## src/rtl/refill_pkg.sv

```systemverilog
// Shared types and constants for the line refill engine: FSM encoding,
// line-size derivation and the byte-offset width of a word address.
package refill_pkg;

  localparam int BYTE_OFS = 2;

  typedef enum logic [2:0] {
    ST_IDLE,
    ST_ISSUE,
    ST_DELIVER,
    ST_GAP,
    ST_DONE
  } state_t;

  function automatic int line_words(input int word_offset);
    return 1 << word_offset;
  endfunction

endpackage

```

## src/rtl/refill_word_ctr.sv

```systemverilog
// Burst word sequencer: remembers the critical-word index and the number of
// words delivered, producing the wrapped line index and an all-done flag.
module refill_word_ctr
  import refill_pkg::*;
#(
  parameter int WORD_OFFSET = 2
) (
  input  logic                   clk,
  input  logic                   rst,
  input  logic                   load,
  input  logic [WORD_OFFSET-1:0] start,
  input  logic                   inc,
  output logic [WORD_OFFSET-1:0] idx,
  output logic                   last
);

  localparam int LINE_WORDS = line_words(WORD_OFFSET);
  localparam logic [WORD_OFFSET:0] CNT_FULL = (WORD_OFFSET+1)'(LINE_WORDS);

  logic [WORD_OFFSET-1:0] start_q;
  logic [WORD_OFFSET:0]   cnt_q;

  always_ff @(posedge clk) begin
    if (rst) begin
      start_q <= '0;
      cnt_q   <= '0;
    end else if (load) begin
      start_q <= start;
      cnt_q   <= '0;
    end else if (inc) begin
      cnt_q   <= cnt_q + 1'b1;
    end
  end

  // Index math is WORD_OFFSET bits wide so the burst wraps inside the line.
  assign idx  = start_q + cnt_q[WORD_OFFSET-1:0];
  assign last = (cnt_q == CNT_FULL);

endmodule

```

## src/rtl/line_refill_engine.sv

```systemverilog
// Serves a cache line refill as critical-word-first single-word memory reads,
// handing each word back to the cache controller as a one-cycle pulse.
module line_refill_engine
  import refill_pkg::*;
#(
  parameter int ADR_WIDTH   = 32,
  parameter int DATA_WIDTH  = 32,
  parameter int WORD_OFFSET = 2
) (
  input  logic                   clk,
  input  logic                   rst,
  input  logic                   req_cc2mem,
  input  logic [ADR_WIDTH-1:0]   adr_cc2mem,
  output logic                   ack_mem2cc,
  output logic [DATA_WIDTH-1:0]  dat_mem2cc,
  output logic [WORD_OFFSET-1:0] word_mem2cc,
  output logic                   req_rfe2mem,
  output logic [ADR_WIDTH-1:0]   adr_rfe2mem,
  input  logic                   ack_mem2rfe,
  input  logic [DATA_WIDTH-1:0]  dat_mem2rfe,
  output logic                   busy_rfe
);

  localparam int BASE_LO = WORD_OFFSET + BYTE_OFS;

  state_t state, next_state;

  logic [ADR_WIDTH-BASE_LO-1:0] base_q;
  logic                         abort_q;
  logic                         ctr_load, ctr_inc, capture;
  logic [WORD_OFFSET-1:0]       idx;
  logic                         last;
  logic                         unused_byte_bits;

  assign unused_byte_bits = ^adr_cc2mem[BYTE_OFS-1:0];

  refill_word_ctr #(.WORD_OFFSET(WORD_OFFSET)) u_ctr (
    .clk   (clk),
    .rst   (rst),
    .load  (ctr_load),
    .start (adr_cc2mem[BASE_LO-1:BYTE_OFS]),
    .inc   (ctr_inc),
    .idx   (idx),
    .last  (last)
  );

  always_ff @(posedge clk) begin
    if (rst) state <= ST_IDLE;
    else     state <= next_state;
  end

  always_comb begin
    next_state = state;
    ctr_load   = 1'b0;
    ctr_inc    = 1'b0;
    capture    = 1'b0;
    case (state)
      ST_IDLE: begin
        if (req_cc2mem) begin
          ctr_load   = 1'b1;
          next_state = ST_ISSUE;
        end
      end
      ST_ISSUE: begin
        // An abandoned read must still complete on the bus before leaving.
        if (ack_mem2rfe) begin
          if (abort_q || !req_cc2mem) begin
            next_state = ST_IDLE;
          end else begin
            capture    = 1'b1;
            next_state = ST_DELIVER;
          end
        end
      end
      ST_DELIVER: begin
        ctr_inc    = 1'b1;
        next_state = req_cc2mem ? ST_GAP : ST_IDLE;
      end
      ST_GAP: begin
        if (!req_cc2mem) next_state = ST_IDLE;
        else if (last)   next_state = ST_DONE;
        else             next_state = ST_ISSUE;
      end
      ST_DONE: begin
        if (!req_cc2mem) next_state = ST_IDLE;
      end
      default: next_state = ST_IDLE;
    endcase
  end

  always_ff @(posedge clk) begin
    if (rst) begin
      base_q      <= '0;
      abort_q     <= 1'b0;
      req_rfe2mem <= 1'b0;
      ack_mem2cc  <= 1'b0;
      dat_mem2cc  <= '0;
      word_mem2cc <= '0;
    end else begin
      if (ctr_load) base_q <= adr_cc2mem[ADR_WIDTH-1:BASE_LO];
      abort_q     <= (next_state == ST_ISSUE) &&
                     (abort_q || (state == ST_ISSUE && !req_cc2mem));
      req_rfe2mem <= (next_state == ST_ISSUE);
      ack_mem2cc  <= (next_state == ST_DELIVER);
      if (capture) begin
        dat_mem2cc  <= dat_mem2rfe;
        word_mem2cc <= idx;
      end
    end
  end

  assign adr_rfe2mem = {base_q, idx, {BYTE_OFS{1'b0}}};
  assign busy_rfe    = (state != ST_IDLE);

endmodule
```

## config.mk

```make
export PLATFORM = sky130hd
export DESIGN_NAME = line_refill_engine
export DESIGN_NICKNAME = d
export VERILOG_FILES = /design/src/rtl/refill_pkg.sv /design/src/rtl/refill_word_ctr.sv /design/src/rtl/line_refill_engine.sv
export SDC_FILE = /design/constraint.sdc
export NUM_CORES = 1
export LEC_CHECK = 0
export CAP_MARGIN = 40
export CORE_ASPECT_RATIO = 1.5
export CORE_MARGIN = 1
export CORE_UTILIZATION = 35
export CTS_CLUSTER_DIAMETER = 80
export CTS_CLUSTER_SIZE = 8
export DETAILED_ROUTE_END_ITERATION = 8
export HOLD_SLACK_MARGIN = 0.03
export PLACE_DENSITY_LB_ADDON = 0.2
export RECOVER_POWER = 100
export SYNTH_ARGS = -nofsm -noshare
export SYNTH_HDL_FRONTEND = slang
export SYNTH_SLANG_ARGS = --single-unit
```

## constraint.sdc

```tcl
create_clock -name clk -period 2.4 [get_ports clk]
set_clock_uncertainty 0.2 [all_clocks]
set_input_delay 0.48 -clock clk [delete_from_list [all_inputs] [get_ports clk]]
set_output_delay 0.48 -clock clk [all_outputs]
set_load 0.01 [all_outputs]
```

==> results.yml <==
clock_network:
  post_cts_buffers: 0
  clk_pin_slew_worst_paths_ns: 0.05
  cts_root_buffer: "clkbuf_16"
  cts_buffer_depth: 2
  cts_resized: 0
  tritoncts: "built"
  cts_buffers: 9
  holdBufCountCts: 0
  htree_levels: 3
  clk_latency_ns: 0.32
  numClockSinks: 73
final_layout:
  drive_gt1_share_pct: 6.24
  utilization_pct: 56.5
  syn2layout_area_growth_pct: 55.9
  finalNetCount: 531
  n_antenna_cell: 0
  multiInputGateArea_mm2: 0.00120
  regArea_mm2: 0.00146
  fill_cells: 756
setup_path:
  cp-start-kind: "register"
  end_kind: "primary output"
  r2r_cells: 5
  critPathMaxFanout: 9
  worstSetupPathType: "register to primary output"
  r2r-start: "state[0]"
  timing.rr.end: "base_q[26]"
  critPathRequiredTime_ns: 1.72
  rrSetupSlack_ns: 0.40
  critPathArrivalTime_ns: 1.58
hold_path:
  hold_depth: 2
  hold_path_startpoint: "base_q[18]"
  hold_class: "register to register"
  min_to: "base_q[18]"
synth:
  async_flop_share_pct: 0
  syn_inst: 340
  synth_edf_count: 0
  yosysTopAreaCellShare_pct: 50.4
  synthTopCellsByCount: "73 x dfxtp_1, 67 x a21oi_1, 61 x nand2_1"
  synthFlopType: "dfxtp_1"
  synth.distinct_cells: 32
  synth_area_leader_cell: "dfxtp_1"
  syn_area_mm2: 0.00290
  synthTopCellsByArea: "dfxtp_1 50%, a21oi_1 12%, nand2_1 7.9%, nand3_1 5.9%, o21ai_0 4.8%"
  yosys_register_bits: 73
  ys_seq_area_share_pct: 50.4
  yosys.cell_count.top_type: "dfxtp_1"
  syn_avg_cell_area_um2: 8.53
  synth.yosys.warnings: 0
timing:
  drv_slew: 0
  worst_pin_slew_ns: 0.619
  max_freq_mhz: 443
  finalSetupTns_ns: 0
  hold_viol_final: 0
  setup_ws_ns: 0.144
  fin_crit_sh_pct: 94.0
  rsz0062_at_grt: "false"
  slew_headroom_pct: 58.7
  setup_viol: 0
  min_period_ns: 2.26
floorplan:
  die_area_mm2: 0.00866
  start_util_pct: 36.2
  num_rows: 40
  die-width_um: 76.3
  die_h_um: 113
  io_pins: 137
  core_area_mm2: 0.00801
pwr:
  ir_worst_vdd_v: 0.000448
  power_leakage_nw: 1.79
  p_per_area_mw_per_mm2: 652
detailed_routing:
  routed_wl_um: 7500
  antenna_left: 0
  avgRoutedWirePerCell_um: 13.2
  drc: 0
  via_per_inst: 4.78
  first_pass_iters: 4
  dr.first_iter.drc_count: 105
  vias: 2726
grt:
  grtUsageTotal_pct: 17.8
  grt_start_max_net_pins: 37
  grt_overflow: 0
  antenna_found_initial: 0
  grt_first_pass_wirelength_um: 12300
  grt_pass1_vias: 2726
place:
  place_congestion: 0.742
  dp_slack_ns: 0.152
  dp.final_hpwl_um: 4910
  portBuffers: 132
outcome:
  outcome: "complete, no violations"
job:
  max-cap-violations: 0
-- kinds of logic after synthesis --
kind of cell             Yosys count  share of synthesized area (%)
flip-flops                        73                           50.4
buffers and inverters             38                           7.98
multiplexers                       1                          0.345
AND/OR/NAND/NOR                  115                           19.5
AO/OA/AOI/OAI                    106                           18.9
adder cells (fa/ha/maj)            3                           1.29
other                              1                          0.129
XOR/XNOR                           3                           1.42
-- metal layers --
layer	vias to the layer above	wire, µm	global-route usage, %
li1	1401	-	-
met5	-	0	0
met4	0	77	6.54
met3	6	579	6.72
met2	104	3510	29.6
met1	1215	3330	20.7
-- placed cells by master (no fill, tap or decap), types with 2 or more instances in the layout --
cell             synthesis  final
clkbuf_16                0      9
inv_1                    3      3
clkbuf_2                 2      2
o21ai_0                 28     35
clkinv_2                 0      2
nor3b_1                  2      2
ha_1                     3      3
buf_12                   0      4
clkbuf_1                16      4
dfxtp_1                 73     73
buf_4                    6      2
xnor2_1                  2      2
nor3_1                   4      4
nor2_1                   2      2
a21oi_1                 67     67
and4bb_2                 2      2
clkbuf_8                 0      4
nand2_1                 61     61
dlygate4sd3_1            0     65
nand3_1                 34     34
nor2b_1                  3      3
nand2b_1                 2      2
conb_1                   1      2
clkdlybuf4s50_1          0     65
-- power by group --
part	switching [mW]	total, mW	internal, mW
sequential	0.0195	1.28	1.26
clock	0.471	1.28	0.809
combinational	0.179	0.389	0.210
total	0.669	2.95	2.28
-- cell type report --
type / count / share of cell area (%)
Timing Repair Buffer: 143 / 31.6
Inverter: 3 / 0.249
Tap cell: 105 / 2.91
Sequential cell: 73 / 32.3
Clock buffer: 14 / 6.28
Multi-Input combinational cell: 230 / 26.5
Clock inverter: 2 / 0.221
-- worst max path at each step --
stage | start | end | slack, ns | cells after the start
after floorplan | state[2] | base_q[22] | 0.84 | 5
after global placement | req_cc2mem | abort_q | 0.15 | 5
after detailed placement | req_cc2mem | abort_q | 0.15 | 5
after CTS | u_ctr.cnt_q[0] | adr_rfe2mem[3] | 0.02 | 3
after global routing | req_cc2mem | base_q[22] | 0.06 | 5
final | state[2] | busy_rfe | 0.14 | 2
-- worst max-delay path, stage by stage (launching register included) --
cell,delay (ns)
dfxtp_1,0.39
or3_1,0.39
clkdlybuf4s50_1,0.48
-- metrics by stage --
step	area (µm²)	std cells	hold slack [ns]	total power, mW
after global placement	4280	554	0.242	1.73
after detailed placement	4280	554	0.248	1.73
after global routing	4520	570	0.270	3.08
final	4520	570	0.249	2.95
after floorplan	2900	341	0.237	1.50
after CTS	4570	570	0.256	3.02
-- state kept, by name (all words and copies together) (netlist names) --
signal,cells
u_ctr.start_q,2
req_rfe2mem,1
dat_mem2cc,32
state,3
ack_mem2cc,1
abort_q,1
u_ctr.cnt_q,3
word_mem2cc,2
base_q,28
Power figures use the tool's default switching activity.
